<file path="src/rtl/pattern_serializer_if.sv">
// Bus between a frame source and pattern_serializer_1101.
//   load        : start-of-frame request (source -> serializer)
//   data_in     : WIDTH-bit frame word (source -> serializer)
//   out         : serial bit line, MSB first (serializer -> source/detector)
//   out_valid   : out carries a frame bit
//   busy        : serializer is in SHIFT or DONE
//   done        : one-cycle pulse after the last bit
//   match       : reference-matcher pulse, cycle after a bit completes the pattern
//   match_count : matches in the current or last frame
interface pattern_serializer_if #(
    parameter int unsigned WIDTH = 16
);
    localparam int unsigned MCW = $clog2(WIDTH + 1);

    logic             load;
    logic [WIDTH-1:0] data_in;
    logic             out;
    logic             out_valid;
    logic             busy;
    logic             done;
    logic             match;
    logic [MCW-1:0]   match_count;

    modport master (
        output load, data_in,
        input  out, out_valid, busy, done, match, match_count
    );

    modport slave (
        input  load, data_in,
        output out, out_valid, busy, done, match, match_count
    );
endinterface

</file>
<file path="src/rtl/pattern_serializer_1101.sv">
// Parallel-to-serial transmitter with an overlapping Moore reference matcher.
// Loads a WIDTH-bit word on an accepted load and sends it MSB first, one bit
// per clk. In parallel it compares the last PAT_LEN sent bits of the current
// frame with PATTERN and reports a registered match pulse and a per-frame count.
// Ports:
//   clk : rising-edge clock
//   rst : synchronous active-high reset
//   bus : pattern_serializer_if slave (load/data_in in; out, out_valid,
//         busy, done, match, match_count out; all outputs registered)
module pattern_serializer_1101 #(
    parameter int unsigned         WIDTH   = 16,
    parameter int unsigned         PAT_LEN = 4,
    parameter logic [PAT_LEN-1:0]  PATTERN = 4'b1101
) (
    input  logic                 clk,
    input  logic                 rst,
    pattern_serializer_if.slave  bus
);
    localparam int unsigned CNT_W  = $clog2(WIDTH);
    localparam int unsigned MCW    = $clog2(WIDTH + 1);
    localparam int unsigned HIST_W = PAT_LEN - 1;

    localparam logic [CNT_W-1:0] LAST_BIT  = CNT_W'(WIDTH - 1);
    localparam logic [CNT_W-1:0] FIRST_CMP = CNT_W'(PAT_LEN - 1);
    localparam logic [MCW-1:0]   MC_MAX    = '1;

    typedef enum logic [1:0] {
        IDLE,
        SHIFT,
        DONE
    } state_t;

    state_t              state;
    logic [WIDTH-2:0]    sreg;    // bits still to send after the one on out
    logic [HIST_W-1:0]   hist;    // previously sent bits of this frame
    logic [CNT_W-1:0]    cnt;     // index of the bit currently on out
    logic [PAT_LEN-1:0]  window;
    logic                hit;

    // Window ends with the bit on out; only full windows inside the frame count.
    assign window = {hist, bus.out};
    assign hit    = (window == PATTERN) && (cnt >= FIRST_CMP);

    // Frame sequencer, shift path and reference matcher.
    always_ff @(posedge clk) begin
        if (rst) begin
            state           <= IDLE;
            sreg            <= '0;
            hist            <= '0;
            cnt             <= '0;
            bus.out         <= 1'b0;
            bus.out_valid   <= 1'b0;
            bus.busy        <= 1'b0;
            bus.done        <= 1'b0;
            bus.match       <= 1'b0;
            bus.match_count <= '0;
        end else begin
            case (state)
                IDLE: begin
                    bus.done  <= 1'b0;
                    bus.match <= 1'b0;
                    if (bus.load) begin
                        state           <= SHIFT;
                        bus.out         <= bus.data_in[WIDTH-1];
                        sreg            <= bus.data_in[WIDTH-2:0];
                        bus.out_valid   <= 1'b1;
                        bus.busy        <= 1'b1;
                        cnt             <= '0;
                        hist            <= '0;
                        bus.match_count <= '0;
                    end
                end
                SHIFT: begin
                    hist      <= window[HIST_W-1:0];
                    bus.match <= hit;
                    if (hit && (bus.match_count != MC_MAX)) begin
                        bus.match_count <= bus.match_count + MCW'(1);
                    end
                    if (cnt == LAST_BIT) begin
                        state         <= DONE;
                        bus.out       <= 1'b0;
                        bus.out_valid <= 1'b0;
                        bus.done      <= 1'b1;
                    end else begin
                        cnt     <= cnt + CNT_W'(1);
                        bus.out <= sreg[WIDTH-2];
                        sreg    <= {sreg[WIDTH-3:0], 1'b0};
                    end
                end
                DONE: begin
                    // load is not sampled here, so it cannot queue a frame
                    state     <= IDLE;
                    bus.busy  <= 1'b0;
                    bus.done  <= 1'b0;
                    bus.match <= 1'b0;
                end
                default: begin
                    state <= IDLE;
                end
            endcase
        end
    end
endmodule

</file>
<file path="src/flat_wrapper.sv">
// flat-port wrapper written by rule: the top's interface ports become plain ports
module pattern_serializer_1101_flat 
#(
    parameter int unsigned         WIDTH   = 16,
    parameter int unsigned         PAT_LEN = 4,
    parameter logic [PAT_LEN-1:0]  PATTERN = 4'b1101
)
  (clk, rst, bus_load, bus_data_in, bus_out, bus_out_valid, bus_busy, bus_done, bus_match, bus_match_count);
  pattern_serializer_if #(.WIDTH(WIDTH)) bus_i ();
  input  logic clk;
  input  logic rst;
  input wire logic [$bits(bus_i.load)-1:0] bus_load;
  input wire logic [$bits(bus_i.data_in)-1:0] bus_data_in;
  output wire logic [$bits(bus_i.out)-1:0] bus_out;
  output wire logic [$bits(bus_i.out_valid)-1:0] bus_out_valid;
  output wire logic [$bits(bus_i.busy)-1:0] bus_busy;
  output wire logic [$bits(bus_i.done)-1:0] bus_done;
  output wire logic [$bits(bus_i.match)-1:0] bus_match;
  output wire logic [$bits(bus_i.match_count)-1:0] bus_match_count;
  assign bus_i.load = bus_load;
  assign bus_i.data_in = bus_data_in;
  assign bus_out = bus_i.out;
  assign bus_out_valid = bus_i.out_valid;
  assign bus_busy = bus_i.busy;
  assign bus_done = bus_i.done;
  assign bus_match = bus_i.match;
  assign bus_match_count = bus_i.match_count;
  pattern_serializer_1101 #(.WIDTH(WIDTH), .PAT_LEN(PAT_LEN), .PATTERN(PATTERN)) u_core (.clk(clk), .rst(rst), .bus(bus_i));
endmodule
</file>
<file path="config.mk">
export PLATFORM = sky130hd
export DESIGN_NAME = pattern_serializer_1101_flat
export DESIGN_NICKNAME = d
export VERILOG_FILES = /design/src/rtl/pattern_serializer_if.sv /design/src/rtl/pattern_serializer_1101.sv /design/src/flat_wrapper.sv
export SDC_FILE = /design/constraint.sdc
export NUM_CORES = 1
export LEC_CHECK = 0
export CELL_PAD_IN_SITES_DETAIL_PLACEMENT = 0
export CELL_PAD_IN_SITES_GLOBAL_PLACEMENT = 1
export CORE_UTILIZATION = 34
export DETAILED_ROUTE_END_ITERATION = 7
export HOLD_SLACK_MARGIN = 0.05
export PLACE_DENSITY_LB_ADDON = 0.1
export SYNTH_ARGS = -nofsm -noshare
export SYNTH_HDL_FRONTEND = slang
export SYNTH_SLANG_ARGS = --single-unit
</file>
<file path="constraint.sdc">
create_clock -name clk -period 2 [get_ports clk]
set_input_delay 0.4 -clock clk [delete_from_list [all_inputs] [get_ports clk]]
set_output_delay 0.4 -clock clk [all_outputs]
set_load 0.005 [all_outputs]
</file>
; Word level (Yosys, flattened, before mapping)
; Cells that the tools add are included.
[word_totals]
register_bits = 34
output_inout_bits = 10
wordCells = 60
[classes]
magnitude_cmp = 1
reduce_logical = 14
n_mux = 24
n_eq_ne = 9
add_sub_neg = 2
[op_table]
columns = cell, count
row1 = $mux W15, 2
row2 = $pmux W15 S2, 1
row3 = $mux W5, 2
row4 = $pmux W1 S2, 5
row5 = $pmux W5 S2, 1
row6 = $reduce_and A3 Y1, 3
row7 = $eq A4 B4 Y1 const B, 2
row8 = $mux W4, 2
row9 = $pmux W4 S2, 1
row10 = $reduce_and A2 Y1, 4
row11 = $pmux W3 S2, 1
row12 = $reduce_bool A2 Y1, 3
row13 = $add A5 B1 Y5 const B, 1
row14 = $mux W1, 5
row15 = $ne A5 B5 Y1 const B, 1
row16 = $add A4 B1 Y4 const B, 1
row17 = $ge A4 B2 Y1 const B, 1
row18 = $mux W2, 2
row19 = $ne A2 B1 Y1 const B, 2
row20 = $ne A2 B2 Y1 const B, 2
row21 = $pmux W2 S2, 1
row22 = $mux W3, 1
row23 = $eq A2 B1 Y1 const B, 1
row24 = $eq A2 B2 Y1 const B, 1
row25 = other kinds (3), 4

; Depth between registers and ports, before layout
; Gate-level depths: netlist of the first run.
[depth]
depth_word = 5
ltp_mapped = 6
ltp_nobuf = 6

; Least setup slack after synthesis of the first run
; OpenSTA, ideal clock, no wires.
[synth_path]
kind = reg2reg
from = reg u_core.bus.match_count[0]
to = reg u_core.bus.match_count[0]
synth_period_minus_slack_ns = 1.879
path_stages_with_launch = 7
path_buffers = 0
arrival_ns = 1.758
slack_ns = 0.121
cell_sequence = dfxtp_1 -> ha_1 -> and3_1 -> ha_1 -> or3b_4 -> nor3_4 -> mux2_4
[synth_between]
elab_chain_cells = 4
word_cells_on_any_way = 7
classes_between = add/sub: 1 / eq/ne: 2 / mux: 2 / reduce/logical: 2
[synth_rtl]
columns = element, line
row1 = start: declaration, pattern_serializer_if.sv:31  ; output out, out_valid, busy, done, match, match_count
row2 = start signal: assignment, pattern_serializer_1101.sv:77  ; bus.match_count <= bus.match_count + MCW'(1);
row3 = branches (longest 4 deep; another with $add A5 B1 Y5), -
; Several ways; the timed one is not identified. The select of a mux whose other input is x is not followed.
; A chain may end at the register's enable or synchronous reset.

; Worst setup path in the final report of the first run
; Ends and elaborated chain as after synthesis.

==> results.cfg, run 1 <==
[timing]
finalSetupTns_ps = 0
period_share = 0.9703
hold_violations = 0
setup_slack_ps = 59.49
finalSetupViolations = 0
rsz0062_at_grt = false
fmax_mhz = 515.3
finClkSkew_ps = 10.46
worst_slew_pin_slew_ps = 647.2
min_period_ps = 1941
relSlewSlack = 0.5680
slew_viol_final = 0

[critical_path]
r2r_end = u_core.bus.match_count[0]$_SDFFE_PP0P_
max_stage_delay_ps = 430
critPathCapture = u_core.bus.match_count[0]$_SDFFE_PP0P_
path_delay_family = simple AND/OR/NAND/NOR gates
crit_type = flip-flop to flip-flop
reg2reg_slack_ps = 60
cp-end-kind = flip-flop
cp_num_cells = 6
reg2reg_depth = 6
cp-start-kind = flip-flop
path_cells = ha_4 -> and3_1 -> ha_1 -> or3b_4 -> nor3_4 -> mux2_4
critPathBufInv = 0
worstPathRequired_ps = 2180
cp_max_fo = 4
worst_path_max_delay_cell = or3b_4
r2r-start = u_core.bus.match_count[0]$_SDFFE_PP0P_
crit_arrival_ps = 2120
worstSetupStartpoint = u_core.bus.match_count[0]$_SDFFE_PP0P_

[synthesis]
synthFlopType = dfxtp_1
postSynthCellCount = 185
netlist_area_mm2 = 0.001583
synth.avg_cell_area_um2 = 8.556
ys_ff_latch = 34
synth_top_family_by_area = simple AND/OR/NAND/NOR gates
ys_seq_area_frac = 0.4300
syn-num-nets = 207
synth.distinct_cells = 35
async_reset_ff_frac = 0
synth_fa_ha_area_frac = 0.02372
synth-simple-area-share = 0.2411
synth_top_area_frac = 0.4300
netlist_top_cells_area = dfxtp_1 (43%), nand2_1 (8.3%), a311oi_1 (7.7%)
synthXorXnorAreaFrac = 0
synth_compound_area_frac = 0.2103
netlist.top_cell.by_area = dfxtp_1
synth-edff-count = 0
synthMuxAreaShare = 0.04111
ys.warnings.count = 0

[die]
placementRows = 24
die_h_um = 70.23
num_io_pins = 29
dieWidth_um = 70.23
initial_core_util = 0.3586
die_area_mm2 = 0.004932
core_area_mm2 = 0.004414

[run]
cap_violations = 0

[global_route]
grt_antenna_before_repair = 0
grt_pass1_vias = 1350
grt_first_pass_wirelength_mm = 6.630
grt_usage = 0.1686
grt_overflow = 0
grt_max_degree = 19

[detailed_routing]
routedWlPerCell_um = 15.18
dr.pass1.iters = 4
drt_iter0_drc = 112
viasPerCell = 5.467
drc = 0
wirelength_mm = 4.130
vias = 1487
ant_nets = 0

[min_path]
hold_start = u_core.sreg[0]$_SDFFE_PP0P_
hold_class = flip-flop to flip-flop

[cells_and_area]
syn2layout_area_growth_pct = 32.65
register_area_um2 = 685.7
fillers = 428
multiInputGateArea_um2 = 842.1
fin_nets = 241
antenna_cells = 0
utilization = 0.4756
layout-drive-gt1-share = 0.1409

[placement]
dp_hpwl_mm = 2.729
pre_cts_ws_ps = 42.15
gp_congestion = 0.7828
numPortBuffers = 28

[clock_tree]
cts.sinks = 34
holdBufCountCts = 0
htreeDepth = 2
cts_tree = yes
clock_latency_ps = 290
cts_buffers = 5
clk_pin_slew_ps = 70
clk_root_buffer_cell = clkbuf_8
clk_path_buf_depth = 2

[power_and_ir_drop]
p_leak_uw = 0.0007647
p_per_area_mw_per_mm2 = 738.1
ir_drop_mv = 0.4428
total_power_uw = 1550

[status]
outcome = finished, final reports clean
==> logic make-up after synthesis <==
group,count (synthesis)
muxes,6
buffers and inverters,17
adders and majority gates,3
and+or+nand+nor,75
AOI/OAI and AO/OA,50
DFF,34
==> where the power goes <==
part / leakage (uW) / internal (uW) / total [uW] / switching [uW]
clock: 0.0000579 / 367 / 625 / 258
sequential: 0.000280 / 710 / 732 / 21.6
combinational: 0.000427 / 95.8 / 193 / 97.3
total: 0.000765 / 1170 / 1550 / 377
==> tightest hold or removal path: stages (launching register included) <==
cell      delay (ps)
dfxtp_1          310
nand2_1           50
a311oi_1          70
==> cells in the mapped netlist (2+ instances only) <==
| library cell | number |
|---|---|
| a211oi_1 | 3 |
| a21oi_1 | 24 |
| a311oi_1 | 14 |
| and3_1 | 3 |
| buf_2 | 8 |
| clkbuf_1 | 3 |
| dfxtp_1 | 34 |
| ha_1 | 3 |
| inv_1 | 4 |
| mux2i_1 | 5 |
| nand2_1 | 35 |
| nand3_1 | 13 |
| nor3_1 | 7 |
| nor3b_1 | 2 |
| nor4_1 | 2 |
| o21ai_0 | 3 |
| or3_1 | 4 |
==> per-layer routing <==
layer  GRT usage  vias up  wire [um]
li1            -      748          -
met1      0.2552      691       2105
met2      0.2286       46       1776
met3     0.05339        2        231
met4     0.04000        0         17
met5           0        -          0
==> state kept, by name, indices dropped and copies added (netlist names) <==
name / cells
u_core.bus.busy: 1
u_core.state: 2
u_core.bus.match_count: 5
u_core.hist: 3
u_core.bus.match: 1
u_core.bus.done: 1
u_core.sreg: 15
u_core.bus.out_valid: 1
u_core.bus.out: 1
u_core.cnt: 4
==> final cells by class <==
| cell class | instances | area share |
|---|---|---|
| inverters | 4 | 0.007151 |
| clock buffers | 5 | 0.03278 |
| repair buffers | 40 | 0.1824 |
| well taps | 52 | 0.03099 |
| clock inverters | 3 | 0.01907 |
| flip-flops and latches | 34 | 0.3266 |
| multi-input cells | 134 | 0.4011 |
==> placed cells by master, fill, tap and decap left out, drive strengths merged, types with 2 or more instances in the layout <==
cell type,count
a211oi,3
a21oi,24
a311oi,14
and3,3
buf,12
clkbuf,5
clkdlybuf4s50,28
clkinv,2
dfxtp,34
ha,3
inv,4
mux2i,5
nand2,35
nand3,13
nor3,8
nor3b,2
nor4,2
o21ai,3
or3,4
or3b,2
==> per-stage QoR <==
stage | instances | hold slack, ps | cell area (um^2)
global placement | 263 | 448.8 | 1953
global route | 272 | 493.4 | 2100
floorplan | 185 | 439.9 | 1583
finish | 272 | 476.5 | 2100
detailed placement | 263 | 468.7 | 1953
CTS | 271 | 472.3 | 2062
==> what timing repair did <==
action,CTS,global route
gates resized for setup,0,7
buffers inserted,0,1
endpoints found under the setup margin,0,3
==> worst min path at each step <==
| stage | endpoint | slack, ps | cells past startpoint |
|---|---|---|---|
| after floorplan | u_core.hist[1]$_SDFFE_PP0P_ | 440 | 2 |
| after global routing | u_core.sreg[1]$_SDFFE_PP0P_ | 490 | 2 |
| final | u_core.sreg[1]$_SDFFE_PP0P_ | 480 | 2 |
| after CTS | u_core.sreg[3]$_SDFFE_PP0P_ | 470 | 2 |
| after global placement | u_core.hist[1]$_SDFFE_PP0P_ | 450 | 2 |
| after detailed placement | u_core.sreg[3]$_SDFFE_PP0P_ | 470 | 2 |
No activity file was read; power rests on OpenSTA's default activity.
==> run 2, diff against run 1 <==
--- a/config.mk
+++ b/config.mk
@@ -11,6 +11,7 @@
 export DETAILED_ROUTE_END_ITERATION = 7
 export HOLD_SLACK_MARGIN = 0.05
 export PLACE_DENSITY_LB_ADDON = 0.1
+export RECOVER_POWER = 25
 export SYNTH_ARGS = -nofsm -noshare
 export SYNTH_HDL_FRONTEND = slang
 export SYNTH_SLANG_ARGS = --single-unit
==> run 2 against run 1 <==
  * Count of clock-buffer cells in the layout unchanged
  * Total power decreased by 0.26%
  * Clock skew about the same
  * Die area unchanged
  * Sequential share of layout area increased by 0.16 points
  * Critical path depth unchanged
  * Sequential cell count unchanged
==> results.cfg, run 2 (synthesized netlist as in run 1, its figures left out) <==
[critical_path]
crit_arrival_ps = 2120
cp-start-kind = flip-flop
worstPathRequired_ps = 2180
cp-end-kind = flip-flop
critPathCapture = u_core.bus.match_count[0]$_SDFFE_PP0P_
crit_type = flip-flop to flip-flop
reg2reg_depth = 6
worstSetupStartpoint = u_core.bus.match_count[0]$_SDFFE_PP0P_
r2r_end = u_core.bus.match_count[0]$_SDFFE_PP0P_
cp_max_fo = 4
r2r-start = u_core.bus.match_count[0]$_SDFFE_PP0P_
reg2reg_slack_ps = 60

[cells_and_area]
layout_commonest_cell = nand2_1
final_cells = 272
utilization = 0.4734
layout_common_cells = nand2_1 (35), dfxtp_1 (32), clkdlybuf4s50_1 (25), a21oi_1 (24), a311oi_1 (14)
antenna_cells = 0
syn2layout_area_growth_pct = 32.02
layout-drive-gt1-share = 0.1318
largest_reg_flops = 15
top_register = u_core.sreg
largestRegisters = u_core.sreg: 15 flops, u_core.bus.match_count: 5 flops, u_core.cnt: 4 flops
fin_nets = 241

[detailed_routing]
ant_nets = 0
drc = 0
wirelength_mm = 4.120
dr.pass1.iters = 4
viasPerCell = 5.419
routedWlPerCell_um = 15.15
drt_iter0_drc = 111
vias = 1474

[timing]
period_share = 0.9701
finalSetupTns_ps = 0
fmax_mhz = 515.4
finClkSkew_ps = 10.00
worst_slew_pin_slew_ps = 787.9
timing.hold.ws_ps = 480.3
relSlewSlack = 0.4747
hold_violations = 0
setup_slack_ps = 59.85
finalSetupViolations = 0
min_period_ps = 1940
rsz0062_at_grt = false
slew_viol_final = 0

[clock_tree]
clk_pin_slew_ps = 70
clk_path_buf_depth = 2
clock_latency_ps = 290
cts_tree = yes
htreeDepth = 2
cts.sinks = 34
cts_buffers = 5
clk_root_buffer_cell = clkbuf_8

[die]
die_area_mm2 = 0.004932
initial_core_util = 0.3586
die_h_um = 70.23
core_area_mm2 = 0.004414
placementRows = 24
num_io_pins = 29
dieWidth_um = 70.23

[placement]
pre_cts_ws_ps = 42.15
gp_congestion = 0.7828
dp.cells = 263
dp_hpwl_mm = 2.729
numPortBuffers = 28

[power_and_ir_drop]
swShare = 0.2434
internal_power_uw = 1169
comb_power_share = 0.123
seqPwrFrac = 0.473
ir_drop_mv = 0.4423
power.share.clock = 0.404
p_leak_uw = 0.0007615
switchingPower_uw = 376.1
p_per_area_mw_per_mm2 = 739.7

[global_route]
grt_usage = 0.1686
grt_pass1_vias = 1350
grt_max_degree = 19
grt_first_pass_wirelength_mm = 6.630
grt_antenna_before_repair = 0
grt_overflow = 0

[run]
cap_violations = 0

[min_path]
hold_class = flip-flop to flip-flop

[status]
outcome = finished, final reports clean
## run 2: cell types whose count changed in the layout (fill, tap and decap cells not counted), sizes merged
cell / previous run / this run
buf: 12 / 9
clkbuf: 5 / 8
clkdlybuf4s50: 28 / 25
dlygate4sd3: 0 / 3
## run 2: what timing repair did
item / CTS / global route
resized for setup: 0 / 7
setup buffers: 0 / 1
endpoints found under the setup margin: 0 / 3
endpoints found under the hold margin: 0 / 0
hold buffers: 0 / 0
## run 2: cell type report
class	instances	area (um^2)
well taps	52	65.06
flip-flops and latches	34	685.7
clock inverters	3	40.04
inverters	4	15.01
fillers	430	2325
multi-input cells	134	842.1
repair buffers	40	372.9
clock buffers	5	68.82
## run 2: power groups by stage
stage / logic [uW] / registers, uW / clock network, uW
floorplan: 109 / 741 / 0
global placement: 187 / 748 / 0
CTS: 193 / 733 / 642
global route: 209 / 736 / 673
detailed placement: 191 / 748 / 0
finish: 190 / 732 / 624
## run 2: critical path, cell delays in order (launching register included)
cell     delay (ps)
dfxtp_4         370
ha_4            160
and3_1          180
ha_1            180
or3b_4          430
nor3_4          210
mux2_4          310
## run 2: metal layers
| metal | vias up | track usage | routed length (um) |
|---|---|---|---|
| met2 | 48 | 0.2286 | 1745 |
| met1 | 677 | 0.2552 | 2108 |
| li1 | 747 | - | - |
| met5 | - | 0 | 0 |
| met3 | 2 | 0.05339 | 249 |
| met4 | 0 | 0.04000 | 17 |
## run 2: worst min-delay path by stage
stage / from / endpoint / slack [ps] / cells past startpoint
finish: u_core.sreg[4]$_SDFFE_PP0P_ / u_core.sreg[5]$_SDFFE_PP0P_ / 480 / 2
global route: u_core.sreg[0]$_SDFFE_PP0P_ / u_core.sreg[1]$_SDFFE_PP0P_ / 490 / 2
CTS: u_core.sreg[2]$_SDFFE_PP0P_ / u_core.sreg[3]$_SDFFE_PP0P_ / 470 / 2
detailed placement: u_core.sreg[2]$_SDFFE_PP0P_ / u_core.sreg[3]$_SDFFE_PP0P_ / 470 / 2
global placement: u_core.hist[0]$_SDFFE_PP0P_ / u_core.hist[1]$_SDFFE_PP0P_ / 450 / 2
floorplan: u_core.hist[0]$_SDFFE_PP0P_ / u_core.hist[1]$_SDFFE_PP0P_ / 440 / 2
## run 2: metrics by stage
| step | cell area [um^2] | total power (uW) |
|---|---|---|
| finish | 2090 | 1546 |
| global route | 2090 | 1619 |
| CTS | 2062 | 1568 |
| detailed placement | 1953 | 939.5 |
| global placement | 1953 | 934.8 |
| floorplan | 1583 | 850.0 |
==> run 3, diff against run 2 <==
--- a/config.mk
+++ b/config.mk
@@ -7,6 +7,7 @@
 export LEC_CHECK = 0
 export CELL_PAD_IN_SITES_DETAIL_PLACEMENT = 0
 export CELL_PAD_IN_SITES_GLOBAL_PLACEMENT = 1
+export CORE_ASPECT_RATIO = 0.6
 export CORE_UTILIZATION = 34
 export DETAILED_ROUTE_END_ITERATION = 7
 export HOLD_SLACK_MARGIN = 0.05
==> run 3 against run 2 <==
  * Register-to-register slack barely moved
  * Worst hold slack worse by 7.0 ps
  * Count of clock-buffer cells in the layout is the same
  * Final cell count is 3.7% higher
  * Sequential cell count unchanged
  * Wire length grew 2.1%
  * First-iteration DRC count decreased by 40%
  * Critical endpoint unchanged
  * Largest cell class unchanged
==> results.cfg, run 3 (synthesized netlist as in run 1, its figures left out) <==
[timing]
slew_viol_final = 0
period_share = 0.9723
finClkSkew_ps = 9.818
finalSetupViolations = 0
fmax_mhz = 514.3
setup_slack_ps = 55.42
worst_slew_pin_slew_ps = 673.8
relSlewSlack = 0.5503
min_period_ps = 1945
timing.hold.ws_ps = 473.3
hold_violations = 0

[cells_and_area]
utilization = 0.4892
antenna_cells = 0
largestRegisters = u_core.sreg: 15 flops, u_core.bus.match_count: 5 flops, u_core.cnt: 4 flops
layout-drive-gt1-share = 0.1486
top_register = u_core.sreg
final_area_mm2 = 0.002093
fillers = 432
register_area_um2 = 685.7
layout_commonest_cell = nand2_1
largest_reg_flops = 15
fin_nets = 244
multiInputGateArea_um2 = 849.6
syn2layout_area_growth_pct = 32.25
layout_common_cells = nand2_1 (35), dfxtp_1 (32), clkdlybuf4s50_1 (27), a21oi_1 (24), a311oi_1 (14)

[clock_tree]
clk_path_buf_depth = 2
clk_root_buffer_cell = clkbuf_8
cts_tree = yes
htreeDepth = 2
clock_latency_ps = 290
clk_pin_slew_ps = 70
cts.sinks = 34
cts_buffers = 5

[power_and_ir_drop]
p_leak_uw = 0.0007495
total_power_uw = 1407
p_per_area_mw_per_mm2 = 672.0
ir_drop_mv = 0.3174

[die]
num_io_pins = 29
core_area_mm2 = 0.004279
placementRows = 18
dieWidth_um = 90.09
initial_core_util = 0.3699
die_area_mm2 = 0.004941
die_h_um = 54.85

[critical_path]
crit_type = flip-flop to flip-flop
worstPathRequired_ps = 2180
crit_arrival_ps = 2130
cp-end-kind = flip-flop
cp_max_fo = 4
max_stage_delay_ps = 430
cp-start-kind = flip-flop
worst_path_max_delay_cell = or3b_4
reg2reg_slack_ps = 60
path_cells = ha_4 -> and3_4 -> ha_2 -> or3b_4 -> nor3_4 -> mux2_4

[placement]
numPortBuffers = 28
dpl_cell_area_mm2 = 0.001973
gp_congestion = 0.8419
dp_hpwl_mm = 2.919
pre_cts_ws_ps = 46.18

[detailed_routing]
drc = 0
wirelength_mm = 4.207
vias = 1497
dr.pass1.iters = 4
drt_iter0_drc = 67
viasPerCell = 5.309
routedWlPerCell_um = 14.92
ant_nets = 0

[status]
outcome = finished, final reports clean

[global_route]
grt_usage = 0.1935
grt_first_pass_wirelength_mm = 7.162
grt_max_degree = 16
grt_antenna_before_repair = 0
grt_pass1_vias = 1401
grt_overflow = 0

[min_path]
hold_class = flip-flop to flip-flop

[run]
cap_violations = 0
-- run 3: cell types whose count changed in the layout (fill, tap and decap cells not counted), sizes merged --
cell | before | now
buf | 9 | 13
bufinv | 1 | 0
clkbuf | 8 | 7
clkdlybuf4s50 | 25 | 27
dlygate4sd3 | 3 | 1
-- run 3: cell type report --
class                   count  share of cell area
flip-flops and latches     34              0.3276
repair buffers             43              0.1859
clock buffers               5             0.03288
clock inverters             2            0.004782
inverters                   4            0.007173
multi-input cells         134              0.4059
well taps                  60             0.03586
-- run 3: path summary, 6_finish.rpt --
path / cells after the start / startpoint / to
worst max-delay path: 6 / u_core.bus.match_count[0]$_SDFFE_PP0P_ / u_core.bus.match_count[0]$_SDFFE_PP0P_
worst min-delay path: 2 / u_core.sreg[3]$_SDFFE_PP0P_ / u_core.sreg[4]$_SDFFE_PP0P_
worst max register to register: 6 / u_core.bus.match_count[0]$_SDFFE_PP0P_ / u_core.bus.match_count[0]$_SDFFE_PP0P_
worst min register to register: 2 / u_core.sreg[3]$_SDFFE_PP0P_ / u_core.sreg[4]$_SDFFE_PP0P_
-- run 3: per-stage QoR --
stage | setup TNS [ps] | cells
floorplan | 0 | 185
global placement | 0 | 274
detailed placement | 0 | 274
CTS | 0 | 281
global route | -8.659 | 282
finish | 0 | 282
-- run 3: layer usage --
metal,wire [um],GRT usage
met1,2351,0.2805
met2,1584,0.2672
met3,207,0.05000
met4,63,0.08333
met5,0,0
-- run 3: timing repair --
item                       in CTS  in global routing
hold endpoints to repair        0                  0
setup endpoints to repair       0                  5
hold buffers                    0                  0
gates resized for setup         0                 10
setup buffers                   0                  1
-- run 3: power by group --
part           internal (uW)  switching, uW
Combinational           93.8           97.1
Sequential               710           21.8
Clock                    234            250
Total                   1040            369
-- run 3: critical path, delay by kind of cell (launching register included) --
family | cells | cell delay (ps)
simple gates | 3 | 830
flops | 1 | 370
mux | 1 | 320
fa+ha+maj | 2 | 320
